### config.mk
export PLATFORM = sky130hd
export DESIGN_NAME = fetch_unit
export DESIGN_NICKNAME = d
export VERILOG_FILES = /design/src/rtl/fetch_unit.sv
export SDC_FILE = /design/constraint.sdc
export NUM_CORES = 1
export LEC_CHECK = 0
export ABC_AREA = 0
export ABC_CLOCK_PERIOD_IN_PS = 3370
export CAP_MARGIN = 20
export CELL_PAD_IN_SITES_DETAIL_PLACEMENT = 0
export CELL_PAD_IN_SITES_GLOBAL_PLACEMENT = 1
export CORE_ASPECT_RATIO = 0.7
export CORE_MARGIN = 5
export CORE_UTILIZATION = 51
export CTS_BUF_LIST = sky130_fd_sc_hd__clkbuf_8 sky130_fd_sc_hd__clkbuf_16
export DETAILED_ROUTE_END_ITERATION = 10
export DONT_BUFFER_PORTS = 1
export PLACE_DENSITY_LB_ADDON = 0.1
export SKIP_LAST_GASP = 1
export SLEW_MARGIN = 25
export SYNTH_ARGS = -nofsm -noshare
export SYNTH_HDL_FRONTEND = slang
export SYNTH_SLANG_ARGS = --single-unit
### constraint.sdc
create_clock -name clk_fm -period 3.37 [get_ports clk_fm]
set_clock_uncertainty 0.1 [all_clocks]
set_input_delay 0.5055 -clock clk_fm [delete_from_list [all_inputs] [get_ports clk_fm]]
set_output_delay 0.5055 -clock clk_fm [all_outputs]
set_load 0.1 [all_outputs]
### src/rtl/fetch_unit.sv
// Program-fetch stage: owns the PC, reads flash, stitches AVR two-word opcodes
// and hands complete instructions to the decoder through a one-entry register.
module fetch_unit #(
    parameter int ADDR_W = 8,
    parameter int INST_W = 16
) (
    input  logic              clk_fm,
    input  logic              rst_fm,
    input  logic              en,
    output logic [ADDR_W-1:0] fm_addr,
    output logic              fm_E,
    input  logic [INST_W-1:0] fm_inst,
    input  logic              redirect,
    input  logic [ADDR_W-1:0] redirect_pc,
    input  logic              dec_ready,
    output logic              dec_valid,
    output logic [INST_W-1:0] dec_inst,
    output logic [INST_W-1:0] dec_ext,
    output logic              dec_two_word,
    output logic [ADDR_W-1:0] dec_pc
);

    typedef enum logic [1:0] {IDLE, W1, W2} state_t;

    typedef struct packed {
        logic [INST_W-1:0] inst;
        logic [INST_W-1:0] ext;
        logic              two_word;
        logic [ADDR_W-1:0] pc;
    } dec_t;

    state_t            state;
    logic [ADDR_W-1:0] pc;
    logic [ADDR_W-1:0] hold_pc;
    logic [INST_W-1:0] hold;
    dec_t              dec_q;
    logic              free;
    logic              is_two;

    assign fm_addr      = pc;
    assign fm_E         = en & (state != IDLE);
    assign free         = !dec_valid | dec_ready;
    assign dec_inst     = dec_q.inst;
    assign dec_ext      = dec_q.ext;
    assign dec_two_word = dec_q.two_word;
    assign dec_pc       = dec_q.pc;

    // JMP/CALL and LDS/STS carry a second word (address operand)
    assign is_two = ((fm_inst & INST_W'(16'hFE0E)) == INST_W'(16'h940C))
                  | ((fm_inst & INST_W'(16'hFE0E)) == INST_W'(16'h940E))
                  | ((fm_inst & INST_W'(16'hFE0F)) == INST_W'(16'h9000))
                  | ((fm_inst & INST_W'(16'hFE0F)) == INST_W'(16'h9200));

    always_ff @(posedge clk_fm or posedge rst_fm) begin
        if (rst_fm) begin
            state     <= IDLE;
            pc        <= '0;
            hold      <= '0;
            hold_pc   <= '0;
            dec_valid <= 1'b0;
            dec_q     <= '0;
        end else if (redirect) begin
            pc        <= redirect_pc;
            dec_valid <= 1'b0;
            state     <= en ? W1 : IDLE;
        end else begin
            case (state)
                IDLE: begin
                    // nothing new is fetched, but a pending entry can still drain
                    if (dec_ready) dec_valid <= 1'b0;
                    if (en) state <= W1;
                end
                W1: begin
                    if (free) begin
                        pc <= pc + ADDR_W'(1);
                        if (is_two) begin
                            hold      <= fm_inst;
                            hold_pc   <= pc;
                            dec_valid <= 1'b0;
                            state     <= W2;
                        end else begin
                            dec_q.inst     <= fm_inst;
                            dec_q.ext      <= '0;
                            dec_q.two_word <= 1'b0;
                            dec_q.pc       <= pc;
                            dec_valid      <= 1'b1;
                            state          <= en ? W1 : IDLE;
                        end
                    end
                end
                W2: begin
                    // second word always completes, regardless of en
                    if (free) begin
                        dec_q.inst     <= hold;
                        dec_q.ext      <= fm_inst;
                        dec_q.two_word <= 1'b1;
                        dec_q.pc       <= hold_pc;
                        dec_valid      <= 1'b1;
                        pc             <= pc + ADDR_W'(1);
                        state          <= W1;
                    end
                end
                default: state <= IDLE;
            endcase
        end
    end

endmodule

==> impl_metrics.env <==
export IMPL_htreeDepth=3
export IMPL_power_density_mw_per_mm2=715.5
export IMPL_grt_pass1_vias=2320
export IMPL_synthFlopType="dfrtp_1"
export IMPL_area_growth_pct=7.907
export IMPL_gp_congestion=0.7948
export IMPL_fin_crit_ns=2.496
export IMPL_finalHoldViolations=0
export IMPL_vias_per_cell=5.704
export IMPL_drcViolationCount=0
export IMPL_cp_end_kind="flip-flop"
export IMPL_critPathLaunchType="flip-flop"
export IMPL_ys_seq_area_frac=0.5249
export IMPL_async_flop_share=1.000
export IMPL_grt_antenna_before_repair=0
export IMPL_r2r_slack_ns=0.87
export IMPL_ir_drop_mv=0.3403
export IMPL_p_leak_nw=1.866
export IMPL_slew_limit_headroom=0.2859
export IMPL_fmax_mhz=400.7
export IMPL_grt_setup_unrepaired="false"
export IMPL_status="finished, final reports clean"
export IMPL_cts_buffer_depth=2
export IMPL_path_clk_slew_ns=0.09
export IMPL_n_antenna_cell=0
export IMPL_slowest_delay_ns=0.55
export IMPL_p_clk_frac=0.228
export IMPL_finalSetupTns_ns=0
export IMPL_dieArea_mm2=0.008917
export IMPL_cts_root_buf="clkbuf_8"
export IMPL_wl_per_cell_um=20.44
export IMPL_ant_nets=0
export IMPL_cp_buffers_inverters=2
export IMPL_place_hpwl_um=5334
export IMPL_drive_gt1_frac=0.3669
export IMPL_post_route_period_util=0.7405
export IMPL_crit_type="reg2reg"
export IMPL_grt_busiest_layer="met2"
export IMPL_required_ns=3.50
export IMPL_clk_latency_ns=0.34
export IMPL_arrival_ns=2.63
export IMPL_start_util=0.5314
export IMPL_grtUsageMet3=0.07530
export IMPL_p_int_mw=1.468
export IMPL_synth_cells=265
export IMPL_r2r_start="state[1]"
export IMPL_io_buffers=0
export IMPL_synth_edf_count=0
export IMPL_place_area_mm2=0.003727
export IMPL_ctsHoldBuffers=0
export IMPL_pwr_share_comb=0.137
export IMPL_syn_area_per_cell_um2=13.67
export IMPL_syn_area_mm2=0.003623
export IMPL_crit_slowest_cell="o21a_2"
export IMPL_design_area_mm2=0.003910
export IMPL_grt_max_degree=58
export IMPL_p_switching_mw=1.330
export IMPL_gr_total_overflow=0
export IMPL_postCtsSetupBuffers=0
export IMPL_cts_sinks=76
export IMPL_tightest_slew_ns=1.071
export IMPL_die_h_um=80.52
export IMPL_syn_nets=299
export IMPL_synth_cell_types=39
export IMPL_die_w_um=110.7
export IMPL_grt_util_all_layers=0.1815
export IMPL_drtIter0Drc=74
export IMPL_yosys_warnings=0
export IMPL_drt_wl_total_um=7604
export IMPL_grt_use_met2=0.2724
export IMPL_core_area_mm2=0.006819
export IMPL_grt_util_met1=0.2432
export IMPL_nets=307
export IMPL_io_pins=80
export IMPL_cts_buffers=9
export IMPL_slew_viol_final=0
export IMPL_rows=25
export IMPL_crit_chain="inv_1 -> ha_1 -> nor2_1 -> nor3_1 -> o21a_2 -> buf_4 -> mux2_4"
export IMPL_dr_pass1_iters=4
export IMPL_dr_total_vias=2122
export IMPL_grt_pass1_wl_um=12590
export IMPL_pwr_share_seq=0.635
export IMPL_swShare=0.4753
export IMPL_post_cts_resized=0
export IMPL_power_mw=2.798
export IMPL_setup_viol=0
export IMPL_cp_max_fo=15
export IMPL_synth_seq_cells=76
export IMPL_r2r_end="dec_inst[4]"
export IMPL_rr_worst_depth=7
export IMPL_drv_cap=0
export IMPL_crit_family="compound AO/OA/AOI/OAI gates"
export IMPL_holdCritPathClass="in2async"
export IMPL_cts_tree="yes"
[power groups by stage]
stage / combinational, mW / clock, mW / sequential [mW]
floorplan: 0.270 / 0 / 1.82
global placement: 0.380 / 0 / 1.80
detailed placement: 0.385 / 0 / 1.80
CTS: 0.387 / 0.667 / 1.78
global route: 0.416 / 0.704 / 1.79
finish: 0.383 / 0.637 / 1.78
[logic make-up (layout without fill, tap and decap cells)]
group,after synthesis,in the layout,synth area share
mux,69,69,0.2503
simple gates,49,49,0.07390
fa+ha+maj,5,5,0.01727
xor+xnor,6,6,0.01450
compound gates,39,39,0.08150
buf+inv,21,34,0.03764
flops,76,76,0.5249
[how the worst max path moves through the flow]
stage | from | endpoint | slack (ns) | depth (start not counted)
floorplan | state[0] | fm_E | 0.74 | 3
global placement | fm_inst[10] | hold_pc[6] | 0.95 | 5
detailed placement | state[1] | dec_inst[7] | 0.89 | 7
CTS | state[1] | dec_inst[4] | 0.86 | 7
global route | state[1] | dec_inst[6] | 0.73 | 7
finish | state[1] | dec_inst[4] | 0.87 | 7
[cell type report]
cell class                 count  area [µm²]
inverter                       6       25.02
fill                         584        2909
multi-input combinational    168        1594
tap                           94       117.6
sequential                    76        1902
timing repair buffer          12       90.09
clock buffer                   9       123.9
clock inverter                 7       57.56
[per-layer routing]
| metal | vias up | share of wire |
|---|---|---|
| li1 | 976 | - |
| met1 | 1081 | 0.47 |
| met2 | 58 | 0.43 |
| met3 | 7 | 0.083 |
| met4 | 0 | 0.0091 |
| met5 | - | 0 |
[metrics by stage]
stage               worst slack [ns]  hold slack (ns)    util  std cells
finish                        0.8744          0.04487  0.5734        372
global route                  0.7321          0.09362  0.5734        372
CTS                           0.8646          0.09440  0.5732        372
detailed placement            0.8913           0.3501  0.5466        356
global placement              0.9512           0.3485  0.5466        356
floorplan                     0.7427           0.3285       -        265
[layout by cell type, fill, tap and decap left out, drive strengths merged, types with 2 or more instances in the layout]
cell type  instances
nand2             10
buf               12
dfrtp             76
nor2               6
and3               2
o211a              2
xor2               6
clkinvlp           2
nand2b             4
nand3              7
nor3               2
nand4              5
a32o               2
ha                 5
nor2b              3
o21ai             12
clkbuf             9
mux2              68
a21oi              2
a22o              14
inv               10
and2               5
[registers in the layout, summed over array words and instances, names as in the netlist]
register / count
dec_two_word: 1
dec_pc: 8
hold: 16
dec_valid: 1
fm_addr: 8
hold_pc: 8
dec_inst: 16
dec_ext: 16
state: 2
[synthesized netlist by cell type, types with 2 or more instances]
cell type | count | area [µm²]
nand2b_1 | 4 | 25.02
mux2_4 | 35 | 525.5
nand3_1 | 7 | 35.03
o21ai_0 | 11 | 55.05
inv_1 | 6 | 22.52
a22o_1 | 14 | 122.6
nand2_1 | 10 | 37.54
mux2_2 | 33 | 371.6
clkbuf_1 | 6 | 22.52
buf_2 | 3 | 15.01
and3_1 | 2 | 12.51
nor3_1 | 2 | 10.01
nor2_1 | 6 | 22.52
xor2_1 | 6 | 52.55
dfrtp_1 | 76 | 1902
and2_1 | 5 | 31.28
buf_6 | 5 | 56.30
nand4_1 | 5 | 31.28
o211a_1 | 2 | 20.02
ha_1 | 5 | 62.56
nor2b_1 | 3 | 18.77
a32o_1 | 2 | 20.02
Power figures use the tool's default switching activity.
